===== config.mk =====
export PLATFORM = sky130hd
export DESIGN_NAME = seg7_scan_driver
export DESIGN_NICKNAME = d
export VERILOG_FILES = /design/src/rtl/seg7_scan_driver.sv
export SDC_FILE = /design/constraint.sdc
export NUM_CORES = 1
export LEC_CHECK = 0
export CORE_MARGIN = 1
export CORE_UTILIZATION = 45
export CTS_CLUSTER_DIAMETER = 150
export DETAILED_ROUTE_END_ITERATION = 10
export GPL_TIMING_DRIVEN = 0
export PLACE_DENSITY = 0.66
export SLEW_MARGIN = 20
export SYNTH_ARGS = -nofsm -noshare
export SYNTH_HDL_FRONTEND = slang
export SYNTH_SLANG_ARGS = --single-unit

===== constraint.sdc =====
create_clock -name clk -period 2.3 [get_ports clk]
set_clock_uncertainty 0.1 [all_clocks]
set_input_delay 0.46 -clock clk [delete_from_list [all_inputs] [get_ports clk]]
set_output_delay 0.46 -clock clk [all_outputs]
set_load 0.02 [all_outputs]

===== src/rtl/seg7_scan_driver.sv =====
// Time-multiplexed 7-segment scan driver: N_DIGITS common digits, per-slot blank time,
// per-digit enable/blink, and display data swapped only at frame boundaries.
module seg7_scan_driver #(
   parameter int N_DIGITS     = 4,
   parameter int CLK_DIV      = 96,
   parameter int BLANK_CYCLES = 2,
   parameter int BLINK_FRAMES = 64,
   parameter bit SEG_ACT_LOW  = 1'b1,
   parameter bit DIG_ACT_LOW  = 1'b0
) (
   input  logic                    clk,
   input  logic                    reset,
   input  logic [4*N_DIGITS-1:0]   digit_data,
   input  logic                    load,
   input  logic [N_DIGITS-1:0]     digit_en,
   input  logic [N_DIGITS-1:0]     blink_mask,
   output logic [6:0]              seg,
   output logic [N_DIGITS-1:0]     dig,
   output logic                    frame_tick
);

   localparam int PW = (CLK_DIV > 1) ? $clog2(CLK_DIV) : 1;
   localparam int IW = (N_DIGITS > 1) ? $clog2(N_DIGITS) : 1;
   localparam int FW = (BLINK_FRAMES > 1) ? $clog2(BLINK_FRAMES) : 1;

   typedef enum logic {ST_BLANK = 1'b0, ST_DRIVE = 1'b1} state_t;

   // Active-high {G,F,E,D,C,B,A}; polarity is applied at the output register.
   function automatic logic [6:0] decode7(input logic [3:0] code);
      logic [6:0] s;
      case (code)
         4'd0:    s = 7'h3F;
         4'd1:    s = 7'h06;
         4'd2:    s = 7'h5B;
         4'd3:    s = 7'h4F;
         4'd4:    s = 7'h66;
         4'd5:    s = 7'h6D;
         4'd6:    s = 7'h7D;
         4'd7:    s = 7'h07;
         4'd8:    s = 7'h7F;
         4'd9:    s = 7'h6F;
         4'd10:   s = 7'h3E;
         4'd11:   s = 7'h5E;
         4'd12:   s = 7'h73;
         4'd13:   s = 7'h40;
         4'd14:   s = 7'h79;
         default: s = 7'h00;
      endcase
      return s;
   endfunction

   logic [PW-1:0]               presc_q, presc_d;
   logic [IW-1:0]               idx_q, idx_d;
   state_t                      state_q, state_d;
   logic [FW-1:0]               frame_cnt_q, frame_cnt_d;
   logic                        blink_phase_q, blink_phase_d;
   logic [N_DIGITS-1:0][3:0]    pending_q, pending_d;
   logic                        pending_valid_q, pending_valid_d;
   logic [N_DIGITS-1:0][3:0]    shadow_q, shadow_d;
   logic [6:0]                  seg_q, seg_d;
   logic [N_DIGITS-1:0]         dig_q, dig_d;
   logic                        frame_tick_q, frame_tick_d;
   logic                        slot_end, frame_end, digit_on;

   // Slot prescaler and digit index
   always_comb begin
      slot_end  = (presc_q == PW'(CLK_DIV - 1));
      frame_end = slot_end && (idx_q == IW'(N_DIGITS - 1));
      presc_d   = slot_end ? '0 : presc_q + PW'(1);
      if (frame_end) begin
         idx_d = '0;
      end else if (slot_end) begin
         idx_d = idx_q + IW'(1);
      end else begin
         idx_d = idx_q;
      end
   end

   // FSM state register
   always_ff @(posedge clk or negedge reset) begin
      if (!reset) begin
         state_q <= ST_BLANK;
      end else begin
         state_q <= state_d;
      end
   end

   // FSM next state: dark at the head of every slot
   always_comb begin
      state_d = state_q;
      case (state_q)
         ST_BLANK: state_d = (presc_d >= PW'(BLANK_CYCLES)) ? ST_DRIVE : ST_BLANK;
         ST_DRIVE: state_d = slot_end ? ST_BLANK : ST_DRIVE;
         default:  state_d = ST_BLANK;
      endcase
   end

   // FSM outputs: select and segments for the current slot
   always_comb begin
      digit_on = (state_q == ST_DRIVE) && digit_en[idx_q] &&
                 !(blink_mask[idx_q] && blink_phase_q);
      seg_d = (digit_on ? decode7(shadow_q[idx_q]) : 7'h00) ^ {7{SEG_ACT_LOW}};
      for (int i = 0; i < N_DIGITS; i++) begin
         dig_d[i] = (digit_on && (idx_q == IW'(i))) ^ DIG_ACT_LOW;
      end
      frame_tick_d = frame_end;
   end

   // Double buffer and blink phase; shadow only moves at a frame boundary
   always_comb begin
      pending_d       = pending_q;
      pending_valid_d = pending_valid_q;
      shadow_d        = shadow_q;
      frame_cnt_d     = frame_cnt_q;
      blink_phase_d   = blink_phase_q;
      if (frame_end) begin
         if (load) begin
            shadow_d = digit_data;
         end else if (pending_valid_q) begin
            shadow_d = pending_q;
         end else begin
            shadow_d = shadow_q;
         end
         pending_valid_d = 1'b0;
         if (frame_cnt_q == FW'(BLINK_FRAMES - 1)) begin
            frame_cnt_d   = '0;
            blink_phase_d = ~blink_phase_q;
         end else begin
            frame_cnt_d = frame_cnt_q + FW'(1);
         end
      end else if (load) begin
         pending_d       = digit_data;
         pending_valid_d = 1'b1;
      end else begin
         pending_d = pending_q;
      end
   end

   // Datapath and output registers
   always_ff @(posedge clk or negedge reset) begin
      if (!reset) begin
         presc_q         <= '0;
         idx_q           <= '0;
         frame_cnt_q     <= '0;
         blink_phase_q   <= 1'b0;
         pending_q       <= '0;
         pending_valid_q <= 1'b0;
         shadow_q        <= '1;
         seg_q           <= {7{SEG_ACT_LOW}};
         dig_q           <= {N_DIGITS{DIG_ACT_LOW}};
         frame_tick_q    <= 1'b0;
      end else begin
         presc_q         <= presc_d;
         idx_q           <= idx_d;
         frame_cnt_q     <= frame_cnt_d;
         blink_phase_q   <= blink_phase_d;
         pending_q       <= pending_d;
         pending_valid_q <= pending_valid_d;
         shadow_q        <= shadow_d;
         seg_q           <= seg_d;
         dig_q           <= dig_d;
         frame_tick_q    <= frame_tick_d;
      end
   end

   assign seg        = seg_q;
   assign dig        = dig_q;
   assign frame_tick = frame_tick_q;

endmodule


==> results of run 1 <==
## synth_stat cells, drive strengths merged (2+ instances only)
cell type	count	area share
dfrtp	39	0.32
nor2	27	0.034
dfstp	23	0.20
mux2i	21	0.070
a21oi	18	0.030
mux2	18	0.071
nand2	18	0.022
ha	12	0.050
buf	9	0.024
inv	8	0.010
nand3	7	0.013
o21ai	7	0.012
mux4	5	0.037
a21boi	4	0.010
and3	4	0.0083
nand4	4	0.0083
xnor2	4	0.014
xor2	3	0.0087
and2	2	0.0050
or3	2	0.0042
## stage by stage
step,setup WS [ns],area [µm²],hold WS (ns),util,cells
finish,0.159,3700,0.385,0.580,383
global route,0.0917,3700,0.414,0.580,383
CTS,0.160,3700,0.379,0.580,383
detailed placement,0.170,3490,0.297,0.547,366
global placement,-1.33,3480,0.359,0.544,365
floorplan,0.265,3010,0.0644,-,251
## worst paths after layout
path | start | endpoint | slack (ns)
worst max-delay path | presc_q[0] | state_q | 0.16
worst min-delay path | frame_cnt_q[4] | frame_cnt_q[4] | 0.39
worst max register to register | presc_q[0] | state_q | 0.16
worst min register to register | frame_cnt_q[4] | frame_cnt_q[4] | 0.39
max in group asynchronous | reset | seg[4] | 1.05
min in group asynchronous | reset | pending_q[15] | 0.48
## layer usage
| layer | track usage | share of wire | vias up |
|---|---|---|---|
| li1 | - | - | 975 |
| met3 | 0.0326 | 0.034 | 10 |
| met1 | 0.243 | 0.50 | 958 |
| met4 | 0.0924 | 0.023 | 0 |
| met2 | 0.256 | 0.44 | 38 |
| met5 | 0 | 0 | - |
## logic make-up (layout without fill, tap and decap cells)
family | count (synthesis) | after routing | synth area share
XOR/XNOR | 7 | 7 | 0.0229
multiplexers | 44 | 44 | 0.178
AND/OR/NAND/NOR | 71 | 71 | 0.115
buffers and inverters | 19 | 74 | 0.0366
AO/OA/AOI/OAI | 36 | 36 | 0.0719
adder cells (fa/ha/maj) | 12 | 12 | 0.0499
flip-flops | 62 | 62 | 0.525
## power by group
| group | switching [mW] | internal, mW |
|---|---|---|
| logic | 0.125 | 0.155 |
| clock network | 0.415 | 0.555 |
| registers | 0.0254 | 1.17 |
## state kept, by name, summed over array words and instances, names as in the netlist
register / cells
blink_phase_q: 1
frame_cnt_q: 6
idx_q: 2
presc_q: 7
pending_valid_q: 1
dig: 4
seg: 7
state_q: 1
shadow_q: 16
frame_tick: 1
pending_q: 16
## area by class of cell
cell class / instances / share of cell area
timing repair buffer: 39 / 0.107
multi-input combinational: 170 / 0.356
inverter: 9 / 0.00912
tap: 77 / 0.0260
buffer: 10 / 0.0206
sequential: 62 / 0.427
clock buffer: 12 / 0.0419
clock inverter: 4 / 0.0122
## critical path, cell delays in order, from the launching register on
cell     delay (ns)
dfrtp_1        0.39
ha_1           0.24
and4_4         0.27
mux2_4         0.31
or4_1          0.48
o31a_1         0.24
==> flow_metrics.env, run 1 <==
export IMPL_cts_buffers=9
export IMPL_clockBufferDepth=2
export IMPL_grt_pass1_wl_um=9350
export IMPL_routed_wirelength_um=5360
export IMPL_synth_nets=290
export IMPL_areaGrowthSynthToFinish_pct=23.1
export IMPL_nFillCells=558
export IMPL_ant_nets=0
export IMPL_die_area_um2=7020
export IMPL_finalHoldViolations=0
export IMPL_dp_hpwl_um=3800
export IMPL_synth_edf_count=0
export IMPL_avgSynthCellArea_um2=12.0
export IMPL_rows=29
export IMPL_fin_total_pwr_mw=2.45
export IMPL_min_path_cells=1
export IMPL_coreArea_um2=6390
export IMPL_grt_pass1_vias=1962
export IMPL_drc=0
export IMPL_ctsHoldBuffers=1
export IMPL_final_max_slew_viol_count=0
export IMPL_ys_warn_count=0
export IMPL_diodes=0
export IMPL_io_buffers=37
export IMPL_synth_distinct_cells=43
export IMPL_drive_gt1_frac=0.255
export IMPL_cts_tree="built"
export IMPL_critPathMaxFanout=4
export IMPL_crit_arrival_ns=2.26
export IMPL_fin_nets=340
export IMPL_vias_per_cell=5.17
export IMPL_clock_latency_ns=0.34
export IMPL_irDropWorstVdd_mv=0.374
export IMPL_start_util=0.471
export IMPL_cp_required_ns=2.42
export IMPL_vias=1981
export IMPL_syn_inst=251
export IMPL_rsz0062_at_grt="false"
export IMPL_ctsResizeCount=0
export IMPL_final_setup_tns_ns=0
export IMPL_grt_ovfl_total=0
export IMPL_ys_flop_type="dfrtp_1"
export IMPL_min_period_ns=2.14
export IMPL_grt_antenna_before_repair=0
export IMPL_grt_use_total=0.174
export IMPL_seq_area_frac_synth=0.525
export IMPL_final_common_cell="dfrtp_1"
export IMPL_cts_max_level=3
export IMPL_max_freq_ghz=0.467
export IMPL_cts_sinks=62
export IMPL_cp_end_kind="flip-flop"
export IMPL_die_h_um=83.8
export IMPL_clk_pin_slew_worst_paths_ns=0.07
export IMPL_drt_initial_drc_count=84
export IMPL_async_flop_share=1.00
export IMPL_io_pins=39
export IMPL_clockRootBuffer="clkbuf_8"
export IMPL_start_kind="flip-flop"
export IMPL_hp_class="reg2reg"
export IMPL_drtPass1Iterations=4
export IMPL_cts_setup_buffers=0
export IMPL_slew_headroom=0.512
export IMPL_finalSetupViolations=0
export IMPL_powerDensity_nw_per_um2=660
export IMPL_routabilityCongestion=0.767
export IMPL_worst_r2r_path_depth=5
export IMPL_path_class="reg2reg"
export IMPL_multi_input_area_um2=1320
export IMPL_tightest_slew_ns=0.732
export IMPL_status="finished clean"
export IMPL_fin_crit_sh=0.931
export IMPL_chipWidth_um=83.8
export IMPL_synth_area_um2=3010
export IMPL_max_cap_viol_count=0
export IMPL_drt_wirelength_per_cell_um=14.0
export IMPL_ys_ff_latch=62
export IMPL_layout_common_cells="39 x dfrtp_1, 36 x clkdlybuf4s50_1, 27 x nor2_1, 23 x dfstp_2, 21 x mux2i_1"
export IMPL_regArea_um2=1580
export IMPL_grt_start_max_net_pins=37
export IMPL_p_leak_nw=1.59
(Power assumes the default switching activity.)
==> run 2, diff against run 1 <==
Settings changed: CTS_BUF_LIST set to sky130_fd_sc_hd__clkbuf_8.
==> run 2 against run 1 <==
Against the previous run: routed wire length barely moved; utilization stayed put; sequential power about the same; non-clock buffer count unchanged; worst hold slack about the same; final area stayed put; count of clock-buffer cells in the layout shrank 1; register-to-register slack about the same; flip-flop and latch count unchanged; via count is 0.10% lower; worst setup slack worse by 0.0025 ns; die area stayed put; largest cell class unchanged; largest power group unchanged; highest routed layer unchanged.
==> flow_metrics.env, run 2 (synthesized netlist as in run 1, its figures left out) <==
export IMPL_status="finished clean"
export IMPL_multi_input_area_um2=1320
export IMPL_rows=29
export IMPL_final_util=0.580
export IMPL_ctsResizeCount=0
export IMPL_rsz0062_at_grt="false"
export IMPL_die_area_um2=7020
export IMPL_powerDensity_nw_per_um2=659
export IMPL_clockRootBuffer="clkbuf_8"
export IMPL_placed_area_um2=3490
export IMPL_crit_arrival_ns=2.26
export IMPL_reg_largest_list="pending_q (16), shadow_q (16)"
export IMPL_chipWidth_um=83.8
export IMPL_cts_buffers=9
export IMPL_finalSetupViolations=0
export IMPL_routed_wirelength_um=5360
export IMPL_io_pins=39
export IMPL_start_kind="flip-flop"
export IMPL_diodes=0
export IMPL_grt_use_total=0.174
export IMPL_final_area_um2=3700
export IMPL_vias=1979
export IMPL_routabilityCongestion=0.767
export IMPL_clk_pin_slew_worst_paths_ns=0.07
export IMPL_regArea_um2=1580
export IMPL_path_class="reg2reg"
export IMPL_io_buffers=37
export IMPL_irDropWorstVdd_mv=0.373
export IMPL_final_common_cell="dfrtp_1"
export IMPL_drive_gt1_frac=0.255
export IMPL_grt_antenna_before_repair=0
export IMPL_tightest_slew_ns=0.735
export IMPL_vias_per_cell=5.17
export IMPL_grt_pass1_vias=1962
export IMPL_drc=0
export IMPL_min_period_ns=2.14
export IMPL_p_leak_nw=1.59
export IMPL_dp_hpwl_um=3800
export IMPL_layout_common_cells="39 x dfrtp_1, 36 x clkdlybuf4s50_1, 27 x nor2_1, 23 x dfstp_2, 21 x mux2i_1"
export IMPL_coreArea_um2=6390
export IMPL_die_h_um=83.8
export IMPL_cts_setup_buffers=0
export IMPL_max_freq_ghz=0.466
export IMPL_ant_nets=0
export IMPL_cts_sinks=62
export IMPL_setup_slack_ns=0.156
export IMPL_fin_cells=383
export IMPL_min_path_cells=1
export IMPL_nFillCells=558
export IMPL_grt_ovfl_total=0
export IMPL_cp_required_ns=2.42
export IMPL_cts_tree="built"
export IMPL_final_max_slew_viol_count=0
export IMPL_cp_end_kind="flip-flop"
export IMPL_drt_wirelength_per_cell_um=14.0
export IMPL_final_setup_tns_ns=0
export IMPL_fin_crit_sh=0.932
export IMPL_drtPass1Iterations=4
export IMPL_finalHoldViolations=0
export IMPL_start_util=0.471
export IMPL_clock_latency_ns=0.34
export IMPL_placed_cells=366
export IMPL_grt_pass1_wl_um=9350
export IMPL_clockBufferDepth=2
export IMPL_cts_max_level=3
export IMPL_critPathMaxFanout=4
export IMPL_grt_start_max_net_pins=37
export IMPL_max_cap_viol_count=0
export IMPL_fin_nets=340
export IMPL_dp_slack_ns=0.170
export IMPL_drt_initial_drc_count=84
export IMPL_hp_class="reg2reg"
export IMPL_areaGrowthSynthToFinish_pct=23.1
export IMPL_worst_r2r_path_depth=5
export IMPL_r2r_setup_slack_ns=0.16
export IMPL_slew_headroom=0.510
==> run 2: worst max-delay path: stages (launching register included) <==
cell and delay, ns:
dfrtp_1 0.39, ha_1 0.24, and4_4 0.27, mux2_4 0.31
or4_1 0.48, o31a_1 0.24
==> run 2: metal layers <==
metal  vias to the layer above  wire, µm  GRT usage
met1                       955      2680      0.243
met2                        38      2370      0.256
li1                        976         -          -
met5                         -         0          0
met3                        10       183     0.0326
met4                         0       125     0.0924
==> run 2: final cells by class <==
cell class	count	share of cell area
Multi-Input combinational cell	170	0.356
Tap cell	77	0.0260
Timing Repair Buffer	39	0.107
Sequential cell	62	0.427
Clock inverter	5	0.0132
Clock buffer	11	0.0409
Buffer	10	0.0206
Inverter	9	0.00912
==> run 2: what timing repair did <==
item,CTS,global route
endpoints found under the setup margin,0,0
endpoints found under the hold margin,15,0
hold buffers,1,0
==> run 2: stage by stage <==
stage | hold WS, ns | total power [mW]
after global placement | 0.359 | 1.49
after detailed placement | 0.297 | 1.50
after CTS | 0.379 | 2.47
final | 0.386 | 2.44
after global routing | 0.414 | 2.55
after floorplan | 0.0644 | 1.37
==> run 2: worst paths after layout <==
kind	to	from
max	state_q	presc_q[0]
min	frame_cnt_q[4]	frame_cnt_q[4]
max reg2reg	state_q	presc_q[0]
min reg2reg	frame_cnt_q[4]	frame_cnt_q[4]
max in group asynchronous	seg[4]	reset
min in group asynchronous	pending_q[15]	reset
==> run 2: where the power goes <==
part / switching (mW) / internal [mW]
clock: 0.414 / 0.550
sequential: 0.0254 / 1.17
combinational: 0.125 / 0.155
